`src/rtl/seq_divider_pkg.sv`:
```
// Shared ALU constants for the sequential divider: datapath width, FSM encoding
// and the two's-complement minimum used by the signed-overflow case.
package seq_divider_pkg;

  localparam int DIV_W = 16;

  typedef logic [1:0] state_t;

  localparam state_t ST_IDLE = 2'd0;
  localparam state_t ST_CALC = 2'd1;
  localparam state_t ST_DONE = 2'd2;

  localparam logic [DIV_W-1:0] SIGNED_MIN = 16'h8000;

endpackage

```
`src/rtl/seq_divider_div_step.sv`:
```
// One restoring shift-subtract step: shift in the next dividend bit, try to
// subtract the divisor, keep the difference only when it does not borrow.
module seq_divider_div_step #(
  parameter int L = 16
) (
  input  logic [L:0]   p_in,
  input  logic         dvd_bit,
  input  logic [L-1:0] divisor,
  output logic [L:0]   p_out,
  output logic         q_bit
);

  logic [L+1:0] shifted;
  logic [L+1:0] trial;

  // p_in stays below the divisor, so the top bit of the shifted value is zero
  // and trial[L+1] is a clean borrow flag.
  always_comb begin
    shifted = {p_in, dvd_bit};
    trial   = shifted - {2'b00, divisor};
    q_bit   = ~trial[L+1];
    p_out   = q_bit ? trial[L:0] : shifted[L:0];
  end

endmodule

```
`src/rtl/seq_divider.sv`:
```
// Multi-cycle L-bit divider, one quotient bit per cycle, with RISC-V style
// results for divide-by-zero and signed overflow.
module seq_divider
  import seq_divider_pkg::*;
#(
  parameter int L = DIV_W
) (
  input  logic         Clk,
  input  logic         Reset,
  input  logic         InValid,
  output logic         InReady,
  input  logic [L-1:0] Dividend,
  input  logic [L-1:0] Divisor,
  input  logic         Signed,
  output logic         OutValid,
  input  logic         OutReady,
  output logic [L-1:0] Quotient,
  output logic [L-1:0] Remainder,
  output logic         DivByZero,
  output logic         Overflow
);

  localparam int          CW      = $clog2(L);
  localparam logic [CW-1:0] CNT_MAX = CW'(L - 1);
  localparam logic [L-1:0]  MIN_NEG = {1'b1, {(L-1){1'b0}}};

  state_t        state_q, state_d;
  logic [CW-1:0] cnt_q, cnt_d;
  logic [L-1:0]  dvd_q, dvd_d;
  logic [L-1:0]  dvs_q, dvs_d;
  logic [L:0]    p_q, p_d;
  logic [L-1:0]  quo_q, quo_d;
  logic          neg_q_q, neg_q_d;
  logic          neg_r_q, neg_r_d;
  logic [L-1:0]  quotient_q, quotient_d;
  logic [L-1:0]  remainder_q, remainder_d;
  logic          dbz_q, dbz_d;
  logic          ovf_q, ovf_d;
  logic          out_valid_q, out_valid_d;

  logic [L:0]    step_p;
  logic          step_q;
  logic [L-1:0]  quo_next;
  logic          sgn_dvd, sgn_dvs;
  logic [L-1:0]  mag_dvd, mag_dvs;
  logic          is_zero, is_ovf;

  seq_divider_div_step #(.L(L)) u_step (
    .p_in    (p_q),
    .dvd_bit (dvd_q[L-1]),
    .divisor (dvs_q),
    .p_out   (step_p),
    .q_bit   (step_q)
  );

  // 0x8000 negates to itself, which is also its correct unsigned magnitude.
  always_comb begin
    sgn_dvd = Signed & Dividend[L-1];
    sgn_dvs = Signed & Divisor[L-1];
    mag_dvd = sgn_dvd ? ({L{1'b0}} - Dividend) : Dividend;
    mag_dvs = sgn_dvs ? ({L{1'b0}} - Divisor) : Divisor;
    is_zero = (Divisor == '0);
    is_ovf  = Signed & (Dividend == MIN_NEG) & (Divisor == '1);
    quo_next = {quo_q[L-2:0], step_q};
  end

  always_comb begin
    state_d     = state_q;
    cnt_d       = cnt_q;
    dvd_d       = dvd_q;
    dvs_d       = dvs_q;
    p_d         = p_q;
    quo_d       = quo_q;
    neg_q_d     = neg_q_q;
    neg_r_d     = neg_r_q;
    quotient_d  = quotient_q;
    remainder_d = remainder_q;
    dbz_d       = dbz_q;
    ovf_d       = ovf_q;
    out_valid_d = out_valid_q;

    case (state_q)
      ST_IDLE: begin
        if (InValid) begin
          neg_q_d = sgn_dvd ^ sgn_dvs;
          neg_r_d = sgn_dvd;
          dvd_d   = mag_dvd;
          dvs_d   = mag_dvs;
          p_d     = '0;
          quo_d   = '0;
          cnt_d   = CNT_MAX;
          dbz_d   = is_zero;
          ovf_d   = is_ovf;
          if (is_zero) begin
            quotient_d  = '1;
            remainder_d = Dividend;
            out_valid_d = 1'b1;
            state_d     = ST_DONE;
          end else if (is_ovf) begin
            quotient_d  = MIN_NEG;
            remainder_d = '0;
            out_valid_d = 1'b1;
            state_d     = ST_DONE;
          end else begin
            state_d = ST_CALC;
          end
        end
      end
      ST_CALC: begin
        p_d   = step_p;
        quo_d = quo_next;
        dvd_d = dvd_q << 1;
        if (cnt_q == '0) begin
          quotient_d  = neg_q_q ? ({L{1'b0}} - quo_next) : quo_next;
          remainder_d = neg_r_q ? ({L{1'b0}} - step_p[L-1:0]) : step_p[L-1:0];
          out_valid_d = 1'b1;
          state_d     = ST_DONE;
        end else begin
          cnt_d = cnt_q - 1'b1;
        end
      end
      ST_DONE: begin
        if (OutReady) begin
          out_valid_d = 1'b0;
          state_d     = ST_IDLE;
        end
      end
      default: state_d = ST_IDLE;
    endcase
  end

  always_ff @(posedge Clk or posedge Reset) begin
    if (Reset) begin
      state_q     <= ST_IDLE;
      cnt_q       <= '0;
      dvd_q       <= '0;
      dvs_q       <= '0;
      p_q         <= '0;
      quo_q       <= '0;
      neg_q_q     <= 1'b0;
      neg_r_q     <= 1'b0;
      quotient_q  <= '0;
      remainder_q <= '0;
      dbz_q       <= 1'b0;
      ovf_q       <= 1'b0;
      out_valid_q <= 1'b0;
    end else begin
      state_q     <= state_d;
      cnt_q       <= cnt_d;
      dvd_q       <= dvd_d;
      dvs_q       <= dvs_d;
      p_q         <= p_d;
      quo_q       <= quo_d;
      neg_q_q     <= neg_q_d;
      neg_r_q     <= neg_r_d;
      quotient_q  <= quotient_d;
      remainder_q <= remainder_d;
      dbz_q       <= dbz_d;
      ovf_q       <= ovf_d;
      out_valid_q <= out_valid_d;
    end
  end

  assign InReady   = (state_q == ST_IDLE);
  assign OutValid  = out_valid_q;
  assign Quotient  = quotient_q;
  assign Remainder = remainder_q;
  assign DivByZero = dbz_q;
  assign Overflow  = ovf_q;

endmodule

```
`config.mk`:
```
export PLATFORM = sky130hd
export DESIGN_NAME = seq_divider
export DESIGN_NICKNAME = d
export VERILOG_FILES = /design/src/rtl/seq_divider_pkg.sv /design/src/rtl/seq_divider_div_step.sv /design/src/rtl/seq_divider.sv
export SDC_FILE = /design/constraint.sdc
export NUM_CORES = 1
export LEC_CHECK = 0
export CAP_MARGIN = 20
export CORE_UTILIZATION = 25
export DETAILED_ROUTE_END_ITERATION = 8
export PLACE_DENSITY_LB_ADDON = 0.12
export SETUP_SLACK_MARGIN = 0.05
export SYNTH_ARGS = -nofsm -noshare
export SYNTH_HDL_FRONTEND = slang
export SYNTH_SLANG_ARGS = --single-unit
```
`constraint.sdc`:
```
create_clock -name Clk -period 5.3 [get_ports Clk]
set_input_delay 0.795 -clock Clk [delete_from_list [all_inputs] [get_ports Clk]]
set_output_delay 0.795 -clock Clk [all_outputs]
set_load 0.005 [all_outputs]
```
# ---- Word level (Yosys, flattened, before mapping)
# Index checks and enable logic that the tools add are counted.
dict set report classes {
  addsub 6
  n_eq_ne 9
  muxes 36
  bitwise 6
  reduce_logical 11
}
# op count
set ops {}
lappend ops {{2-to-1 mux 16 bit} 13}
lappend ops {{one-hot mux 16 bit (2 select lines)} 3}
lappend ops {{subtractor 1 x 16 -> 16 bit, first input constant} 4}
lappend ops {{2-to-1 mux 17 bit} 2}
lappend ops {{one-hot mux 17 bit (2 select lines)} 1}
lappend ops {{== test 16 bit, second input constant} 2}
lappend ops {{one-hot mux 15 bit (2 select lines)} 1}
lappend ops {{subtractor 18 x 16 -> 18 bit} 1}
lappend ops {{logical NOT 16 bit} 1}
lappend ops {{2-to-1 mux 15 bit} 1}
lappend ops {{2-to-1 mux 2 bit} 5}
lappend ops {{2-to-1 mux 4 bit} 2}
lappend ops {{inequality test 2 bit, second input constant} 4}
lappend ops {{one-hot mux 4 bit (2 select lines)} 1}
lappend ops {{one-hot mux 2 bit (3 select lines)} 1}
lappend ops {{AND reduction 3 bit} 2}
lappend ops {{2-to-1 mux 1 bit} 5}
lappend ops {{AND reduction 5 bit} 1}
lappend ops {{AND 1 bit} 4}
lappend ops {{logical NOT 4 bit} 1}
lappend ops {{AND reduction 2 bit} 2}
lappend ops {{AND reduction 4 bit} 1}
lappend ops {{subtractor 4 x 1 -> 4 bit, second input constant} 1}
lappend ops {{inequality test 3 x 1 -> 1 bit, second input constant} 1}
lappend ops {{8 further kinds} 8}
dict set report totals {
  output_inout_bits 36
  reg_bits 107
  input_bits 37
  wordCells 81
}

# ---- Longest topological paths before layout
dict set report depth {
  depth_word 7
  mapped_depth 22
  mapped_depth_nobuf 19
}

# ---- By module
# Synthesis repeated with hierarchy kept, for this count alone.
dict set report hier_totals {
  cells_unflattened 770
  hier_area_um2 7063.0
}
# module cells_each n_inst area_each_um2 seq_area_each_um2
set by_module_without_submodules {}
lappend by_module_without_submodules {seq_divider 622 1 5911.9 2677.6}
lappend by_module_without_submodules {seq_divider_div_step 148 1 1151.1 0.0}

# ---- Worst setup path before layout
# No wires, ideal clock.
dict set report synth_path {
  path_type {register to register}
  start {register p_q[11]}
  end {register remainder_q[14], in the netlist Remainder[14]}
  arrival_ps 4675
  setup_time_ps 128
  required_time_ps 5172
  slack_ps 497
  path_buffers 3
  stages_incl_launch_ff 22
  synth_period_minus_slack_ps 4803
  cell_sequence {dfrtp_1 > ha_1 > clkbuf_1 > nand2_1 > or4_1 > nor3b_1 > o31a_1 > nor2_2 > inv_2 > buf_4 > buf_2 > nor2_1 > a21oi_1 > ha_1 > nand2b_1 > mux2_2 > a2111oi_0 > nor4b_1 > a21oi_1 > o41ai_1 > mux2i_1 > nand3_1}
}
dict set report synth_between {
  elab_chain_cells 6
}
# element line_no
set synth_lines {}
lappend synth_lines {{from (decl)} seq_divider.sv:31} ;# logic [L:0] p_q, p_d;
lappend synth_lines {{from (signal assigned)} seq_divider.sv:152} ;# p_q <= p_d;
lappend synth_lines {{subtractor 18 x 16 -> 18 bit} seq_divider_div_step.sv:20} ;# trial = shifted - {2'b00, divisor};
lappend synth_lines {{2-to-1 mux 17 bit (*)} seq_divider_div_step.sv:22} ;# p_out = q_bit ? trial[L:0] : shifted[L:0];
lappend synth_lines {{subtractor 1 x 16 -> 16 bit} seq_divider.sv:115} ;# remainder_d = neg_r_q ? ({L{1'b0}} - step_p[L-1:0]) : step_p[L-1:0];
lappend synth_lines {{2-to-1 mux 16 bit (*)} seq_divider.sv:115}
lappend synth_lines {{2-to-1 mux 16 bit (*)} seq_divider.sv:113} ;# if (cnt_q == '0) begin
lappend synth_lines {{one-hot mux 16 bit (2 select lines) (*)} seq_divider.sv:82} ;# case (state_q)
lappend synth_lines {{to (signal assigned)} seq_divider.sv:157} ;# remainder_q <= remainder_d;
lappend synth_lines {{to (decl)} seq_divider.sv:36} ;# logic [L-1:0] remainder_q, remainder_d;
# Mark *: on every way between the ends. The rest lies on a longest branch, timed or not. The select of a mux whose other input is x is not followed.
# A chain may end at the register's enable or synchronous reset.

# ---- Final worst setup path
dict set report layout_path {
  start {register p_q[10]}
  end {register remainder_q[14], in the netlist Remainder[14]}
}
# The elaborated chain is that of the path after synthesis.

==> metrics.yaml <==
critPathLaunchType: "flip-flop"
synth.ff_latch_count: 107
ys_top_cells_by_area: "dfrtp_1 38%, o21ai_0 9.0%, nand2_1 5.9%, xnor2_1 4.6%, ha_1 3.9%"
drive_gt1_share_pct: 7.09
fin_nets: 958
worst_path_max_delay_cell: "or4_1"
synth_fp_nets: 907
worst-path-buf-inv: 1
row_count: 61
synth.avg_cell_area_um2: 8.39
worst-endpoint-arrival_ps: 5080
ant_nets: 0
crit_required_ps: 5540
report.final.setup_viol: 0
criticalPathCategory: "reg -> reg"
dp.final_hpwl_um: 17600
htreeDepth: 3
drc: 0
synth_edf_count: 0
port_buffers: 72
area_growth_pct: 20.5
num_vias: 6395
final_cell_mix: "128 x o21ai_0, 111 x nand2_1, 107 x dfrtp_1"
maxSlewViolCount: 0
worstMarginPinSlew_ps: 1010
status: "completed"
die_width_um: 171
design.core.area_um2: 27900
dp_slack_ps: 441
rsz0062_at_grt: "no"
power.ir.vdd_worst_uv: 276
crit_chain: "ha_1 -> nand2_1 -> or4_1 -> nor3b_1 -> o31a_1 -> nor2_2 -> inv_2 -> nor2_1 -> a21oi_1 -> ha_1 -> nand2b_1 -> mux2_2 -> a2111oi_0 -> nor4b_1 -> a21oi_1 -> o41ai_2 -> mux2i_1 -> nand3_1"
clk_latency_ps: 370
r2r_slack_ps: 460
die_height_um: 171
start_util_pct: 25.5
grt_use_total_pct: 17.0
synthArstFlopShare_pct: 100
clock_sinks: 107
wl_um: 23700
antenna_cells: 0
cts_hold_buf: 0
slowest_delay_ps: 560
synth-main-ff-cell: "dfrtp_1"
first_iter_violations: 430
cp_max_fo: 12
wl_per_cell_um: 18.5
dp.cells: 1265
endpoint: "Remainder[14]$_DFFE_PP0P_"
die_area_um2: 29100
cts_tree: "done"
io_pins: 73
r2r_cells: 18
endpoint_kind: "flip-flop"
powerDensity_nw_per_um2: 737
gp_congestion: 0.820
ys.warnings.count: 0
root_buffer: "clkbuf_16"
grt_max_degree: 57
clkSlewWorstSetupHoldPaths_ps: 90
ys_types: 69
power.leakage_nw: 3.49
synth_seq_area_share_pct: 37.7
rr_startpoint: "p_q[10]$_DFFE_PP0P_"
final_common_cell: "o21ai_0"
total_power_mw: 6.31
synth_top_area_share_pct: 37.7
setup-tns-final_ps: 0
crit_family: "simple AND/OR/NAND/NOR gates"
relSlewSlack_pct: 32.9
first_pass_iters: 5
hold_viol: 0
worst_slack_ps: 457
clock.fmax_mhz: 206
grt_overflow: 0
grt_pass1_wl_um: 37600
cts_buffer_depth: 2
startpoint: "p_q[10]$_DFFE_PP0P_"
post-route-period-util_pct: 91.4
crit_cells: 18
r2r-end: "Remainder[14]$_DFFE_PP0P_"
grt_antenna_before_repair: 1
drv_cap: 0
synth_area_um2: 7110
period_needed_ps: 4840
synth_cells: 847
grt_pass1_vias: 6148
hold_class: "reg -> reg"
stdcell_count: 1281
fin_skew_ps: 16.5
cts_buffers: 9
viasPerCell: 4.99
yosysTopAreaCell: "dfrtp_1"
-- flip-flops by register name, indices dropped and copies added, names as in the netlist --
name / count
Overflow: 1
dvs_q: 16
Remainder: 16
neg_r_q: 1
quo_q: 15
p_q: 17
cnt_q: 4
Quotient: 16
neg_q_q: 1
state_q: 2
OutValid: 1
DivByZero: 1
dvd_q: 16
-- logic make-up after synthesis --
family | count (synthesis) | synth area share (%)
AND/OR/NAND/NOR | 277 | 18.6
adder cells (fa/ha/maj) | 23 | 4.16
AO/OA/AOI/OAI | 273 | 24.1
XOR/XNOR | 56 | 6.90
buffers and inverters | 85 | 4.68
multiplexers | 26 | 3.94
flip-flops | 107 | 37.7
-- worst min-delay path, stage by stage (launching register included) --
cell and delay, ps:
dfrtp_1 350, nand2_1 40, o21ai_0 60
-- synthesized netlist by cell type (3+ instances only) --
library cell / instances
a211oi_1: 5
a21o_1: 6
a21oi_1: 46
a22oi_1: 15
a311o_1: 3
a31o_2: 5
a31oi_1: 10
a32oi_1: 4
and2_1: 7
and3_1: 14
buf_1: 3
clkbuf_1: 40
dfrtp_1: 107
ha_1: 22
inv_1: 37
mux2i_1: 22
nand2_1: 112
nand2b_1: 12
nand3_1: 29
nand4_1: 4
nor2_1: 43
nor2b_1: 3
nor3_1: 19
nor3b_1: 3
nor4_1: 9
o2111a_1: 3
o21ai_0: 128
o31a_1: 3
o31ai_1: 12
o41ai_1: 6
or2_2: 5
or3_1: 5
or3b_2: 3
or4_1: 3
xnor2_1: 37
xor2_1: 19
-- metrics by stage --
stage / instance area [µm²] / utilization (%) / hold slack (ps)
floorplan: 7110 / - / 450
global placement: 8240 / 29.6 / 465
detailed placement: 8240 / 29.6 / 471
CTS: 8560 / 30.7 / 492
global route: 8560 / 30.7 / 508
finish: 8560 / 30.7 / 482
-- report_power, final --
part / switching (mW) / total, mW / internal (mW) / leakage [nW]
Sequential: 0.317 / 1.47 / 1.15 / 1.36
Clock: 0.364 / 0.745 / 0.381 / 0.153
Combinational: 2.48 / 4.10 / 1.63 / 1.97
Total: 3.16 / 6.31 / 3.16 / 3.49
-- worst min-delay path by stage --
stage	startpoint	end	depth (start not counted)
after floorplan	dvs_q[10]$_DFFE_PP0P_	dvs_q[10]$_DFFE_PP0P_	2
after global placement	Quotient[2]$_DFFE_PP0P_	Quotient[2]$_DFFE_PP0P_	2
after detailed placement	Overflow$_DFFE_PP0P_	Overflow$_DFFE_PP0P_	2
after CTS	dvs_q[13]$_DFFE_PP0P_	dvs_q[13]$_DFFE_PP0P_	2
after global routing	dvs_q[6]$_DFFE_PP0P_	dvs_q[6]$_DFFE_PP0P_	2
final	Quotient[13]$_DFFE_PP0P_	Quotient[13]$_DFFE_PP0P_	2
-- layout make-up --
type / instances / area, µm²
Sequential cell: 107 / 2680
Tap cell: 378 / 473
Multi-Input combinational cell: 655 / 4120
Clock inverter: 7 / 93.8
Timing Repair Buffer: 87 / 833
Fill cell: 2975 / 19300
Clock buffer: 9 / 225
Inverter: 38 / 145
-- what timing repair did --
item,CTS,global route
setup endpoints to repair,0,1
setup buffers,0,0
gates resized for setup,0,1
-- layer usage --
layer	share of wire (%)	GRT usage, %
met1	52	25.6
met2	43	25.5
met3	3.5	2.15
met4	1.0	3.60
met5	0	0
No activity file was read; power rests on OpenSTA's default activity.
